<file path="src/rtl/mul_writeback_buffer.sv">
// mul_writeback_buffer: buffers int8 MUL result vectors in a FIFO and streams them to memory.
// Ports: clk/rst (sync active-high), start_i/base_addr_i/total_elems_i job setup,
//   issue_i/credit_ok_o upstream credit, valid_i/data_i MUL results,
//   m_valid_o/m_ready_i/m_data_o/m_strb_o/m_addr_o/m_last_o output stream,
//   busy_o/done_o status, overflow_o sticky overrun flag.
// Define MUL_WB_OVERFLOW_CHECK_EN to build the overflow detector; otherwise overflow_o is tied 0.
module mul_writeback_buffer #(
  parameter int MAX_VECTOR_SIZE = 8,
  parameter int FIFO_DEPTH = 8,
  parameter int ADDR_W = 32
) (
  input  logic                         clk,
  input  logic                         rst,
  input  logic                         start_i,
  input  logic [ADDR_W-1:0]            base_addr_i,
  input  logic [31:0]                  total_elems_i,
  input  logic                         issue_i,
  output logic                         credit_ok_o,
  input  logic                         valid_i,
  input  logic [8*MAX_VECTOR_SIZE-1:0] data_i,
  output logic                         m_valid_o,
  input  logic                         m_ready_i,
  output logic [8*MAX_VECTOR_SIZE-1:0] m_data_o,
  output logic [MAX_VECTOR_SIZE-1:0]   m_strb_o,
  output logic [ADDR_W-1:0]            m_addr_o,
  output logic                         m_last_o,
  output logic                         busy_o,
  output logic                         done_o,
  output logic                         overflow_o
);
  localparam int INT8_SIZE = 8;
  localparam int DW = INT8_SIZE * MAX_VECTOR_SIZE;
  localparam int PW = $clog2(FIFO_DEPTH);
  localparam int RW = MAX_VECTOR_SIZE > 1 ? $clog2(MAX_VECTOR_SIZE) : 1;
  typedef enum logic [1:0] {IDLE, RUN, DONE} state_t;
  state_t state, state_n;
  logic [DW-1:0] mem [FIFO_DEPTH];
  logic [PW-1:0] wr_ptr, rd_ptr;
  logic [PW:0] count;
  logic [31:0] beats_q, received, sent, inflight;
  logic [ADDR_W-1:0] addr_q;
  logic [RW-1:0] rem_q;
  logic credit_q, full, push, pop, wr_en, last_beat;
  assign full = count == (PW+1)'(FIFO_DEPTH);
  assign m_valid_o = count != '0;
  assign pop = m_valid_o && m_ready_i;
  assign push = valid_i && state == RUN && received < beats_q;
  // a push into a full FIFO only lands when the head leaves in the same cycle
  assign wr_en = push && (!full || pop);
  assign last_beat = sent == beats_q - 32'd1;
  assign m_data_o = m_valid_o ? mem[rd_ptr] : '0;
  assign m_addr_o = m_valid_o ? addr_q : '0;
  assign m_last_o = m_valid_o && last_beat;
  assign m_strb_o = !m_valid_o ? '0 : (last_beat && rem_q != '0) ? ~({MAX_VECTOR_SIZE{1'b1}} << rem_q) : '1;
  assign credit_ok_o = credit_q;
  assign busy_o = state != IDLE;
  assign done_o = state == DONE;
  always_comb
    state_n = state == IDLE ? (start_i ? (total_elems_i == '0 ? DONE : RUN) : IDLE) :
              state == RUN  ? (pop && last_beat ? DONE : RUN) : IDLE;
  always_ff @(posedge clk)
    if (wr_en) mem[wr_ptr] <= data_i;
  always_ff @(posedge clk) begin
    if (rst) begin
      state <= IDLE;
      wr_ptr <= '0;
      rd_ptr <= '0;
      count <= '0;
      beats_q <= '0;
      rem_q <= '0;
      received <= '0;
      sent <= '0;
      inflight <= '0;
      addr_q <= '0;
      credit_q <= 1'b0;
    end else begin
      state <= state_n;
      if (state == IDLE && start_i) begin
        beats_q <= total_elems_i / 32'(MAX_VECTOR_SIZE) + 32'(total_elems_i % 32'(MAX_VECTOR_SIZE) != '0);
        rem_q <= RW'(total_elems_i % 32'(MAX_VECTOR_SIZE));
        received <= '0;
        sent <= '0;
        addr_q <= base_addr_i;
      end
      if (push) received <= received + 32'd1;
      if (pop) begin
        sent <= sent + 32'd1;
        addr_q <= addr_q + ADDR_W'(MAX_VECTOR_SIZE);
        rd_ptr <= rd_ptr + 1'b1;
      end
      if (wr_en) wr_ptr <= wr_ptr + 1'b1;
      count <= count + (PW+1)'(wr_en) - (PW+1)'(pop);
      inflight <= inflight + 32'(issue_i) - 32'(push && inflight != '0);
      // everything already promised (buffered + in MUL + issuing now) must leave room
      credit_q <= state_n == RUN && (32'(count) + inflight + 32'(issue_i) < 32'(FIFO_DEPTH));
    end
  end
`ifdef MUL_WB_OVERFLOW_CHECK_EN
  logic ovf_q;
  always_ff @(posedge clk) begin
    if (rst) ovf_q <= 1'b0;
    else if ((push && full && !pop) || (valid_i && state == RUN && inflight == '0)) ovf_q <= 1'b1;
  end
  assign overflow_o = ovf_q;
`else
  assign overflow_o = 1'b0;
`endif
endmodule

</file>
<file path="config.mk">
export PLATFORM = sky130hd
export DESIGN_NAME = mul_writeback_buffer
export DESIGN_NICKNAME = d
export VERILOG_FILES = /design/src/rtl/mul_writeback_buffer.sv
export SDC_FILE = /design/constraint.sdc
export NUM_CORES = 1
export LEC_CHECK = 0
export ABC_AREA = 1
export CORE_ASPECT_RATIO = 1.75
export CORE_MARGIN = 4
export CORE_UTILIZATION = 55
export DETAILED_ROUTE_END_ITERATION = 7
export GPL_ROUTABILITY_DRIVEN = 1
export PLACE_DENSITY = 0.75
export SLEW_MARGIN = 10
export SYNTH_ARGS = -nofsm -noshare
export SYNTH_HDL_FRONTEND = slang
export SYNTH_SLANG_ARGS = --single-unit
</file>
<file path="constraint.sdc">
create_clock -name clk -period 6.8 [get_ports clk]
set_input_delay 1.7 -clock clk [delete_from_list [all_inputs] [get_ports clk]]
set_output_delay 1.7 -clock clk [all_outputs]
set_load 0.005 [all_outputs]
</file>
==> reports/results.ini <==
[run_status]
status=finished clean

[synth]
syn_area_um2=34400
ys_async_sr_fraction_pct=0
ys_seq_area_share_pct=55.1
syn_avg_cell_area_um2=9.12
syn_nets=4021
synthDistinctLibCells=65
ys_warn_count=0
ys.flop_type=edfxtp_1
synth_edf_count=512
ys_ff_latch=689
synthCells=3766

[finish]
drive_above_1_share_pct=5.58
nFillCells=5091
fin_nets=4199
fin_util_pct=63.9
seq_area_um2=18900
layout_common_cells=653 x nor2_1, 512 x edfxtp_1, 443 x o21ai_0
multiInputGateArea_um2=13500
layout_commonest_cell=nor2_1
syn_to_final_growth_pct=15.4
stdcell_count=4797

[die]
floorplan.die.height_um=339
start_util_pct=55.4
die_area_um2=66700
die_x_um=197
rows=121
core_um2=62100
ios=244

[pwr]
power_density_nw_per_um2=346
p_leak_nw=14.6
total_power_mw=13.7
peakVddDrop_mv=0.354

[worst_setup_path]
cp_data_arrival_time_ps=3860
crit_buf_inv=2
r2r_cells=27
end_kind=output port
path_class=reg -> out
critPathMaxStageDelay_ps=870
cp.depth=6
reg2reg_setup_slack_ps=1920
worstSetupStartpointType=flip-flop
crit_slowest_cell=dfxtp_4
critical_path.endpoint=m_data_o[36]
critPathTopFamily=buffers and inverters
r2r-start=beats_q[9]
crit_top_cell=o21ai_0
r2r_end=inflight[24]
crit_chain=buf_4, o21ai_0, o22ai_1, o21ai_0, a31oi_1, clkdlybuf4s50_1
required_ps=5100
cp_max_fo=70

[clocking]
htree_levels=2
insertion_delay_ps=670
cts_sinks=689
cts_tree=built
cts-resized-gates=0
clk_pin_slew_ps=70
clockBufferDepth=3
post_cts.repair.setup_buffers=0
ctsRootBufferMaster=clkbuf_16
cts_buffers=61
holdBufCountCts=0

[drt]
drc=0
drt-total-wl_um=94200
wl_per_cell_um=19.6
drtIter0Drc=1815
viasPerCell=5.75
final_antenna_net_count=0
vias=27602
dr.pass1.iters=6

[global_routing]
grt_pass1_wl_um=145000
overflow=0
groute.usage.overall_pct=27.2
grt_start_max_net_pins=121
antenna_found_initial=6
grt_pass1_vias=26995

[timing]
period_share_pct=81.7
slew_headroom_pct=27.0
worstMarginPinSlew_ps=1090
hold_violations=0
max_freq_mhz=180
tns_ps=0
clock_skew_ps=35.3
setup_viol=0
rsz0062_at_grt=false
fin_crit_ps=5560
maxSlewViolCount=0

[place]
place_congestion=0.934
dp_hpwl_um=61900
io_buffers=242
post-place-cells=4680

[flow_run]
drv_cap=0

[min_path]
hold_path_startpoint=received[31]
hp-class=reg -> reg

## worst reg2reg max path: stages, from the launching register on
cell and delay, ps:
dfxtp_1 540, inv_1 110, ha_1 320, a21oi_1 250, o21a_1 160, o221a_2 210, nand2_1 100, nand2_1 70
nand2_1 40, nand2_1 140, nand2_1 150, a21oi_1 190, ha_1 240, inv_1 60, ha_1 150, inv_1 50
fa_1 400, o21ai_0 320, nand2_1 90, nand2_1 90, inv_1 60, o21ai_0 270, a21o_1 260, a21oi_1 130
nor2_1 140, o21ai_0 90, nand2_1 70, nor2_1 50
## report_power, final
group | leakage [nW] | switching, mW | total (mW) | internal, mW
Clock | 0.996 | 1.62 | 3.63 | 2.01
Sequential | 6.06 | 0.334 | 5.05 | 4.71
Combinational | 7.55 | 3.12 | 5.07 | 1.95
Total | 14.6 | 5.07 | 13.7 | 8.67
## routing by layer
| layer | vias to the layer above | routed length [um] | track usage (%) |
|---|---|---|---|
| li1 | 13321 | - | - |
| met1 | 13160 | 35000 | 30.8 |
| met2 | 866 | 48600 | 48.8 |
| met3 | 247 | 5900 | 5.25 |
| met4 | 8 | 4690 | 12.9 |
| met5 | - | 46 | 0 |
## cell usage after synthesis, drive strengths merged (3+ instances only)
cell type    n  area, um2
a211oi      14        105
a21o         7       52.6
a21oi      192        961
a221oi       4       35.0
a31oi       69        432
and2         3       18.8
and3         4       25.0
buf         27        118
clkbuf     135        508
clkinv       5       20.0
dfxtp      177       3540
edfxtp     512      15400
ha         119       1490
inv        361       1360
nand2      447       1710
nand3      156        808
nand3b       4       42.5
nand4       78        494
nor2       694       2740
nor3        50        287
nor3b        3       22.5
nor4        20        138
o211ai       9       67.6
o21a         8       60.1
o21ai      448       2240
o21bai       6       45.0
o221ai       3       26.3
o22ai       66        413
o31ai        3       22.5
or2         19        119
xnor2       21        184
xor2        82        718
## worst min path at each step
stage | endpoint | slack, ps | cells after the start
finish | received[31] | 450 | 2
global route | received[31] | 460 | 2
CTS | received[31] | 450 | 2
detailed placement | received[31] | 430 | 2
global placement | received[31] | 430 | 2
floorplan | received[31] | 420 | 2
## cells by family (layout without fill, tap and decap cells)
family	count (synthesis)	in the layout	synth area share, %
buffers and inverters	528	757	5.82
flip-flops	689	689	55.1
other	1	4	0.0109
XOR/XNOR	103	103	2.63
adder cells (fa/ha/maj)	121	121	4.45
AND/OR/NAND/NOR	1480	1480	18.7
AO/OA/AOI/OAI	844	844	13.4
## registers in the layout (all words and copies together) (netlist names), 4 cells and up, named ones only
signal	count
beats_q	30
inflight	32
count	4
addr_q	32
mem	512
sent	32
received	32
## metrics by stage
stage                     setup WS, ps  hold slack (ps)  cell area (um2)
after floorplan                   1280              419            34400
after global placement             891              427            37600
after detailed placement           876              434            37600
final                             1240              447            39700
after CTS                         1140              447            39700
after global routing              1020              458            39700
## layout make-up
type | count | share of cell area, %
clock buffer | 73 | 3.96
clock inverter | 41 | 1.33
sequential | 689 | 47.7
antenna | 3 | 0.0189
inverter | 366 | 3.50
timing repair buffer | 277 | 6.92
multi-input combinational | 2549 | 34.0
tap | 799 | 2.52
Power figures use the tool's default switching activity.
